[src/rtl/bcd_serial_addsub_pkg.sv]
// Shared types and constants for the digit-serial BCD add/sub block.
// Digit type, BCD limits, FSM state encoding and a digit validity helper.
package bcd_pkg;

    typedef logic [3:0] bcd_digit_t;

    localparam bcd_digit_t BCD_MAX  = 4'd9;
    localparam bcd_digit_t BCD_CORR = 4'd6;

    typedef enum logic [1:0] {
        IDLE,
        BUSY,
        DONE
    } state_t;

    function automatic logic is_bcd(input bcd_digit_t d);
        return d <= BCD_MAX;
    endfunction

endpackage

[src/rtl/bcd_serial_addsub_if.sv]
// Operand/result bus for the digit-serial BCD add/sub block.
// The master presents operands and takes results; the slave is the datapath.
interface bcd_serial_addsub_if #(
    parameter int DIGITS = 4
);
    logic                  in_valid;
    logic                  in_ready;
    logic [4*DIGITS-1:0]   a;
    logic [4*DIGITS-1:0]   b;
    logic                  sub;
    logic                  out_valid;
    logic                  out_ready;
    logic [4*DIGITS-1:0]   result;
    logic                  ovf;
    logic                  err;

    modport master (
        output in_valid, a, b, sub, out_ready,
        input  in_ready, out_valid, result, ovf, err
    );

    modport slave (
        input  in_valid, a, b, sub, out_ready,
        output in_ready, out_valid, result, ovf, err
    );

endinterface

[src/rtl/bcd_serial_addsub_digit_cell.sv]
// Single BCD digit add/subtract with decimal correction.
// Subtraction uses the nine's complement of b; the caller supplies the +1.
module bcd_digit_cell
    import bcd_pkg::*;
(
    input  bcd_digit_t a,
    input  bcd_digit_t b,
    input  logic       cin,
    input  logic       sub,
    output bcd_digit_t digit,
    output logic       cout
);

    bcd_digit_t bd;
    logic [4:0] s;

    // Binary digit sum, then add 6 when it leaves the decimal range
    always_comb begin
        bd    = sub ? (BCD_MAX - b) : b;
        s     = {1'b0, a} + {1'b0, bd} + {4'b0000, cin};
        cout  = (s > {1'b0, BCD_MAX});
        digit = cout ? (s[3:0] + BCD_CORR) : s[3:0];
    end

endmodule

[src/rtl/bcd_serial_addsub.sv]
// Digit-serial BCD adder/subtractor, one digit per clock, LSD first.
// Fixed latency of DIGITS cycles; invalid BCD input zeroes the result.
module bcd_serial_addsub
    import bcd_pkg::*;
#(
    parameter int DIGITS = 4
) (
    input  logic                clk,
    input  logic                rst,
    bcd_serial_addsub_if.slave  bus
);

    localparam int W  = 4 * DIGITS;
    localparam int IW = (DIGITS > 1) ? $clog2(DIGITS) : 1;
    localparam logic [IW-1:0] LAST = IW'(DIGITS - 1);

    state_t          state_q, state_d;
    logic [IW-1:0]   idx_q, idx_d;
    logic [W-1:0]    a_q, a_d;
    logic [W-1:0]    b_q, b_d;
    logic [W-1:0]    res_q, res_d;
    logic            sub_q, sub_d;
    logic            carry_q, carry_d;
    logic            ovf_q, ovf_d;
    logic            err_q, err_d;
    logic            in_ready_q, in_ready_d;
    logic            out_valid_q, out_valid_d;

    logic            bad;
    bcd_digit_t      cell_digit;
    logic            cell_cout;

    bcd_digit_cell u_cell (
        .a     (a_q[4*idx_q +: 4]),
        .b     (b_q[4*idx_q +: 4]),
        .cin   (carry_q),
        .sub   (sub_q),
        .digit (cell_digit),
        .cout  (cell_cout)
    );

    // Flag any non-BCD nibble in the presented operands
    always_comb begin
        bad = 1'b0;
        for (int i = 0; i < DIGITS; i++) begin
            bad = bad | ~is_bcd(bus.a[4*i +: 4]) | ~is_bcd(bus.b[4*i +: 4]);
        end
    end

    // Next-state logic for FSM, digit loop and handshakes
    always_comb begin
        state_d = state_q;
        idx_d   = idx_q;
        a_d     = a_q;
        b_d     = b_q;
        res_d   = res_q;
        sub_d   = sub_q;
        carry_d = carry_q;
        ovf_d   = ovf_q;
        err_d   = err_q;
        unique case (state_q)
            IDLE: begin
                if (bus.in_valid) begin
                    a_d     = bus.a;
                    b_d     = bus.b;
                    sub_d   = bus.sub;
                    err_d   = bad;
                    carry_d = bus.sub;
                    idx_d   = '0;
                    state_d = BUSY;
                end
            end
            BUSY: begin
                res_d[4*idx_q +: 4] = err_q ? 4'd0 : cell_digit;
                carry_d = cell_cout;
                idx_d   = idx_q + 1'b1;
                if (idx_q == LAST) begin
                    state_d = DONE;
                    ovf_d   = err_q ? 1'b0 : (sub_q ? ~cell_cout : cell_cout);
                end
            end
            DONE: begin
                if (bus.out_ready) begin
                    state_d = IDLE;
                end
            end
            default: state_d = IDLE;
        endcase
        in_ready_d  = (state_d == IDLE);
        out_valid_d = (state_d == DONE);
    end

    // State registers with synchronous reset
    always_ff @(posedge clk) begin
        if (rst) begin
            state_q     <= IDLE;
            idx_q       <= '0;
            a_q         <= '0;
            b_q         <= '0;
            res_q       <= '0;
            sub_q       <= 1'b0;
            carry_q     <= 1'b0;
            ovf_q       <= 1'b0;
            err_q       <= 1'b0;
            in_ready_q  <= 1'b1;
            out_valid_q <= 1'b0;
        end else begin
            state_q     <= state_d;
            idx_q       <= idx_d;
            a_q         <= a_d;
            b_q         <= b_d;
            res_q       <= res_d;
            sub_q       <= sub_d;
            carry_q     <= carry_d;
            ovf_q       <= ovf_d;
            err_q       <= err_d;
            in_ready_q  <= in_ready_d;
            out_valid_q <= out_valid_d;
        end
    end

    assign bus.in_ready  = in_ready_q;
    assign bus.out_valid = out_valid_q;
    assign bus.result    = res_q;
    assign bus.ovf       = ovf_q;
    assign bus.err       = err_q;

endmodule

[src/flat_wrapper.sv]
// flat-port wrapper written by rule: the top's interface ports become plain ports
module bcd_serial_addsub_flat import bcd_pkg::*;
#(
    parameter int DIGITS = 4
)
  (clk, rst, bus_in_valid, bus_a, bus_b, bus_sub, bus_out_ready, bus_in_ready, bus_out_valid, bus_result, bus_ovf, bus_err);
  bcd_serial_addsub_if #(.DIGITS(DIGITS)) bus_i ();
  input  logic clk;
  input  logic rst;
  input wire logic [$bits(bus_i.in_valid)-1:0] bus_in_valid;
  input wire logic [$bits(bus_i.a)-1:0] bus_a;
  input wire logic [$bits(bus_i.b)-1:0] bus_b;
  input wire logic [$bits(bus_i.sub)-1:0] bus_sub;
  input wire logic [$bits(bus_i.out_ready)-1:0] bus_out_ready;
  output wire logic [$bits(bus_i.in_ready)-1:0] bus_in_ready;
  output wire logic [$bits(bus_i.out_valid)-1:0] bus_out_valid;
  output wire logic [$bits(bus_i.result)-1:0] bus_result;
  output wire logic [$bits(bus_i.ovf)-1:0] bus_ovf;
  output wire logic [$bits(bus_i.err)-1:0] bus_err;
  assign bus_i.in_valid = bus_in_valid;
  assign bus_i.a = bus_a;
  assign bus_i.b = bus_b;
  assign bus_i.sub = bus_sub;
  assign bus_i.out_ready = bus_out_ready;
  assign bus_in_ready = bus_i.in_ready;
  assign bus_out_valid = bus_i.out_valid;
  assign bus_result = bus_i.result;
  assign bus_ovf = bus_i.ovf;
  assign bus_err = bus_i.err;
  bcd_serial_addsub #(.DIGITS(DIGITS)) u_core (.clk(clk), .rst(rst), .bus(bus_i));
endmodule
[config.mk]
export PLATFORM = sky130hd
export DESIGN_NAME = bcd_serial_addsub_flat
export DESIGN_NICKNAME = d
export VERILOG_FILES = /design/src/rtl/bcd_serial_addsub_pkg.sv /design/src/rtl/bcd_serial_addsub_if.sv /design/src/rtl/bcd_serial_addsub_digit_cell.sv /design/src/rtl/bcd_serial_addsub.sv /design/src/flat_wrapper.sv
export SDC_FILE = /design/constraint.sdc
export NUM_CORES = 1
export LEC_CHECK = 0
export ABC_AREA = 1
export CORE_UTILIZATION = 35
export DETAILED_ROUTE_END_ITERATION = 8
export SLEW_MARGIN = 20
export SYNTH_ARGS = -nofsm -noshare
export SYNTH_HDL_FRONTEND = slang
export SYNTH_HIERARCHICAL = 1
export SYNTH_SLANG_ARGS = --single-unit
[constraint.sdc]
create_clock -name clk -period 7.5 [get_ports clk]
set_clock_uncertainty 0.1 [all_clocks]
set_input_delay 1.5 -clock clk [delete_from_list [all_inputs] [get_ports clk]]
set_output_delay 1.5 -clock clk [all_outputs]
set_load 0.01 [all_outputs]
-- Word level (Yosys, flattened, before mapping)
Index checks and enable logic that the tools add are counted.
- logic and storage cells: 71
- flip-flop bits (word level): 58
- input port bits: 37
- output and inout port bits: 20
- muxes and demuxes: 14
- $add $sub $neg: 6
- bitwise gates (word level): 16
- reduce and logical (&&, ||, !) cells: 6
- order comparisons: 9
- shift-type cells: 4
- equality and inequality tests: 5
- operators by type and width (cell ; count):
    negation 4 -> 34 bit ; 1
    variable shift 4 x 34 -> 16 bit (first input constant) ; 1
    variable part select 4 x 34 -> 16 bit ; 1
    <= comparator 4 bit (second input constant) ; 8
    variable part select 16 x 5 -> 4 bit ; 2
    bitwise mux 16 bit ; 1
    2-to-1 mux 4 bit ; 3
    NOT 1 bit ; 9
    2-to-1 mux 2 bit ; 4
    bitwise OR 1 bit ; 7
    == test 2 bit (second input constant) ; 3
    case mux 2 bit (3 select lines) ; 1
    AND reduction 2 bit ; 3
    adder 4 x 4 -> 5 bit ; 1
    adder 5 x 1 -> 5 bit ; 1
    > comparator 5 x 4 -> 1 bit (second input constant) ; 1
    adder 4 x 3 -> 4 bit (second input constant) ; 1
    zero test 2 bit ; 2
    case mux 2 bit (2 select lines) ; 1
    subtractor 4 bit (first input constant) ; 1
    2-to-1 mux 1 bit ; 3
    adder 2 x 1 -> 2 bit (second input constant) ; 1
    == test 2 x 1 -> 1 bit (second input constant) ; 1
    inequality test 2 bit (second input constant) ; 1
    other kinds (2) ; 2

-- Longest topological paths before layout
- depth in word-level cells: 10
- mapped depth: 25
- gate-level depth less buffers: 24

-- Hierarchy
The synthesis kept the hierarchy.
- by module, submodules not included (module ; sequential area each (um^2) ; area an instance (um^2) ; cells an instance ; instances):
    bcd_serial_addsub ; 1161.1 ; 2547.4 ; 346 ; 1
    bcd_digit_cell ; 0.0 ; 366.6 ; 60 ; 1

-- Worst setup path after synthesis
OpenSTA, ideal clock, no wires.
- kind: register to register
- start point: register u_core.idx_q[1]
- end point: register u_core.res_q[15], in the netlist u_core/bus.result[15]
- setup time: 70 ps
- path buffers: 1
- cell stages (with the launch flop): 26
- slack: 4259 ps
- data required time: 7330 ps
- arrival: 3071 ps
- period minus slack after synthesis: 3241 ps
- cells stage by stage: dfxtp_1 -> clkbuf_1 -> inv_1 -> o21ai_0 -> o22ai_1 -> inv_1 -> ha_1 -> nand2_1 -> o21ai_0 -> ha_1 -> inv_1 -> nand2_1 -> nand2_1 -> inv_1 -> ha_1 -> inv_1 -> nand2_2 -> inv_2 -> nand2_4 -> nand2_4 -> nand2_1 -> nand2_1 -> nand3_1 -> nor2_1 -> nand2_1 -> a21oi_1
- longest elaborated chain between the ends: 10
- elaborated cells on any way between the ends: 14
- those cells by class: 5 x add/sub; 1 x order compare; 4 x shift; 4 x mux
- RTL lines (item ; RTL line ; text):
    start, declared ; bcd_serial_addsub.sv:18 ; logic [IW-1:0] idx_q, idx_d;
    start signal, assigned ; bcd_serial_addsub.sv:109 ; idx_q <= idx_d;
    variable part select 16 x 5 -> 4 bit ; bcd_serial_addsub.sv:35 ; .b (b_q[4*idx_q +: 4]),
    subtractor 4 bit ; bcd_serial_addsub_digit_cell.sv:19 ; bd = sub ? (BCD_MAX - b) : b;
    2-to-1 mux 4 bit ; bcd_serial_addsub_digit_cell.sv:19 ;
    adder 4 x 4 -> 5 bit * ; bcd_serial_addsub_digit_cell.sv:20 ; s = {1'b0, a} + {1'b0, bd} + {4'b0000, cin};
    adder 5 x 1 -> 5 bit * ; bcd_serial_addsub_digit_cell.sv:20 ;
    > comparator 5 x 4 -> 1 bit * ; bcd_serial_addsub_digit_cell.sv:21 ; cout = (s > {1'b0, BCD_MAX});
    via u_core.cell_cout ; bcd_serial_addsub.sv:31 ; logic cell_cout;
    2-to-1 mux 4 bit * ; bcd_serial_addsub_digit_cell.sv:22 ; digit = cout ? (s[3:0] + BCD_CORR) : s[3:0];
    via u_core.cell_digit[3] ; bcd_serial_addsub.sv:30 ; bcd_digit_t cell_digit;
    2-to-1 mux 4 bit * ; bcd_serial_addsub.sv:74 ; res_d[4*idx_q +: 4] = err_q ? 4'd0 : cell_digit;
    variable part select 4 x 34 -> 16 bit * ; bcd_serial_addsub.sv:74 ;
    bitwise mux 16 bit * ; bcd_serial_addsub.sv:74 ;
    end signal, assigned ; bcd_serial_addsub.sv:112 ; res_q <= res_d;
    end, declared ; bcd_serial_addsub.sv:21 ; logic [W-1:0] res_q, res_d;
Mark *: on every way through the listed nets, which the timed path passes. The rest lies on a longest branch.
A chain may end at the register's enable or synchronous reset.

-- Worst setup path after layout
- start point: register u_core.idx_q[0]
- end point: register u_core.res_q[15], in the netlist u_core/bus.result[15]
The elaborated chain is that of the path after synthesis.

==> summary.md <==
| Metric | Value |
|---|---|
| Status | `complete, no violations` |
| Mean routed wirelength per cell | `12.1 µm` |
| Initial detailed-routing violation count | `142` |
| Final nets | `506` |
| Final Cell Area | `3720 µm²` |
| Global-route wire length before repair | `11600 µm` |
| PostCTS Resize Cnt | `0` |
| Setup crit end kind | `flip-flop` |
| #FFs+latches synth | `58` |
| Critical path's slowest cell | `dfxtp_1` |
| Hold-fix buffers, CTS | `0` |
| Reg clk slew, reported paths | `0.07 ns` |
| I/O pins | `57` |
| R2R Path Start | `u_core/idx_q[0]$_SDFFE_PP0P_` |
| Total power density per cell area | `239 nW/µm²` |
| Static Leak | `1.55 nW` |
| Final Hold Viols | `0` |
| Total grt overflow | `0` |
| Via density | `4.74` |
| Hold path start | `u_core/bus.result[8]$_SDFFE_PP0P_` |
| RSZ-0062 raised after global routing | `no` |
| Sequential area share after synthesis | `0.398` |
| Syn_nets | `456` |
| Number of synthesized flops with an enable pin | `0` |
| Worst R2R Path Depth | `24` |
| Die ar. | `8690 µm²` |
| CTS sink count | `58` |
| Min Tclk post-route | `4.24 ns` |
| Initial core utilization | `0.369` |
| Hold Path Class | `reg -> reg` |
| Area after DPL | `3510 µm²` |
| # fillers | `799` |
| Final setup margin | `3.26 ns` |
| DRT Pass-1 Iters | `4` |
| CTS Buf Count | `9` |
| Commonest cells after routing, fill and taps aside | `nor2_1, nand2_1, o21ai_0, dfxtp_1, clkdlybuf4s50_1` |
| ANT nets after route | `0` |
| Ys Warns | `6` |
| Slew headroom | `0.483` |
| Vias in the first global route | `2504` |
| DRC | `0` |
| Synth unique cells | `27` |
| DPL Wire Length | `5000 µm` |
| Worst-path fanout max | `24` |
| Die width | `93.2 µm` |
| Final core utilization | `0.472` |
| Biggest cell delay along the critical path | `0.78 ns` |
| TritonCTS clock tree | `done` |
| Crit start category | `flip-flop` |
| Ordered cell list for the critical path | `inv_1 > o21ai_0 > o22ai_1 > inv_1 > ha_1 > nand2_1 > o21ai_0 > ha_1 > inv_1 > nand2_1 > nand2_1 > inv_1 > ha_1 > inv_1 > nand2_2 > inv_2 > nand2_4 > nand2_4 > nand2_1 > nand2_1 > nand3_1 > nor2_1 > nand2_1 > a21oi_1` |
| Longest Clk Path Bufs | `2` |
| Asr flop ratio synth | `0` |
| Postcts setup bufs | `0` |
| Row count | `32` |
| Share of layout cells above drive strength 1 | `0.0846` |
| Largest net degree at the start of global routing | `39` |
| Root buffer cell | `clkbuf_8` |
| Via count | `2671` |
| ANT cells | `0` |
| Syn Inst Count | `406` |
| CP dominant cell by count | `nand2_1` |
| Worst EP arrival | `4.39 ns` |
| Max-cap violation count | `0` |
| Setup violators final | `0` |
| Worst Tran Pin Value | `0.773 ns` |
| DIE HEIGHT | `93.2 µm` |
| Worst EP required | `7.65 ns` |
| WHS Path Cells | `2` |
| Mapped Area | `2910 µm²` |
| Final GP Congestion | `0.787` |
| CTS H-tree depth | `3` |
| # port buffers | `56` |
| Setup Slack @ Placement | `3.32 ns` |
| Slew Viols, Final | `0` |
| Clock latency on the worst-skew pair | `0.34 ns` |
| Setup crit start | `u_core/idx_q[0]$_SDFFE_PP0P_` |
| Area grow syn2layout | `27.8%` |
| Most common library cell in the layout ignoring fill and taps | `nor2_1` |
| Critical path class | `reg -> reg` |
| CP bufs+invs | `6` |
| Initial antenna violation count | `0` |
| FMAX | `236 MHz` |
| Gr usage total | `0.172` |
| Peak supply drop | `0.0826 mV` |
| Average size of a mapped cell | `7.18 µm²` |
| CORE AREA | `7890 µm²` |
| Hold Worst Slack | `0.362 ns` |
| Drt total wl | `6800 µm` |
| TNS Setup | `0 ns` |
| Synth Flop Type | `dfxtp_1` |
| Number of cells on the critical path | `24` |
| Largest delay share family, worst path | `buffers and inverters` |
| Period utilisation layout | `0.566` |
[state kept, by name, indices dropped and copies added, names as in the netlist]
signal,cells
u_core/a_q,16
u_core/b_q,16
u_core/bus.err,1
u_core/bus.in_ready,1
u_core/bus.out_valid,1
u_core/bus.ovf,1
u_core/bus.result,16
u_core/carry_q,1
u_core/idx_q,2
u_core/state_q,2
u_core/sub_q,1
[report_power, final]
part           internal [mW]  total (mW)  switching (mW)
logic                 0.0918       0.233           0.141
registers              0.327       0.341          0.0138
clock network          0.195       0.317           0.122
total                  0.614       0.891           0.277
[kinds of logic (layout without fill, tap and decap cells)]
| logic type | count (synthesis) | after routing | share of synthesized area |
|---|---|---|---|
| AOI/OAI and AO/OA | 99 | 99 | 0.176 |
| and+or+nand+nor | 179 | 179 | 0.273 |
| adders and majority gates | 13 | 13 | 0.0610 |
| DFF | 58 | 58 | 0.398 |
| buffers and inverters | 54 | 109 | 0.0824 |
| xor gates and xnor gates | 3 | 3 | 0.00902 |
[worst reg2reg max path: cells and delay by family, from the launching register on]
kind	cells	cell delay, ns
AOI/OAI and AO/OA	4	0.65
adders and majority gates	3	0.76
and+or+nand+nor	11	0.93
DFF	1	0.78
buffers and inverters	6	0.94
[cell usage after synthesis, types with 3 or more instances]
master / instances / area (µm²)
nor2_1: 83 / 312
nand2_1: 59 / 221
buf_6: 3 / 33.8
nand3_1: 21 / 105
buf_2: 4 / 20.0
nor2_4: 4 / 45.0
a21oi_1: 29 / 145
dfxtp_1: 58 / 1160
nand2_4: 5 / 56.3
o21ai_0: 58 / 290
clkbuf_1: 8 / 30.0
o22ai_1: 8 / 50.1
ha_1: 11 / 138
nand2_2: 4 / 25.0
inv_2: 6 / 22.5
nand3_2: 3 / 30.0
inv_1: 29 / 109
[per-stage QoR]
| stage | power [mW] | instances |
|---|---|---|
| final | 0.891 | 563 |
| after global placement | 0.576 | 547 |
| after CTS | 0.899 | 563 |
| after detailed placement | 0.580 | 547 |
| after global routing | 0.947 | 563 |
| after floorplan | 0.519 | 406 |
[final timing paths]
path                                        endpoint  slack [ns]
setup reg to reg  u_core/bus.result[15]$_SDFFE_PP0P_        3.26
setup / recovery  u_core/bus.result[15]$_SDFFE_PP0P_        3.26
hold / removal     u_core/bus.result[8]$_SDFFE_PP0P_        0.36
hold reg to reg    u_core/bus.result[8]$_SDFFE_PP0P_        0.36
[per-layer routing]
metal / global-route usage / up-vias / share of wire
met5: 0 / - / 0
met4: 0.0577 / 0 / 0.0065
met2: 0.279 / 64 / 0.46
met1: 0.219 / 1189 / 0.49
met3: 0.0472 / 4 / 0.043
li1: - / 1414 / -
[area by class of cell]
class,count,area [µm²],share of cell area
Inverter,37,144,0.0386
Clock buffer,11,141,0.0380
Clock inverter,5,77.6,0.0208
Sequential cell,58,1160,0.312
Multi-Input combinational cell,294,1510,0.406
Tap cell,102,128,0.0343
Timing Repair Buffer,56,561,0.150
(Power assumes the default switching activity.)
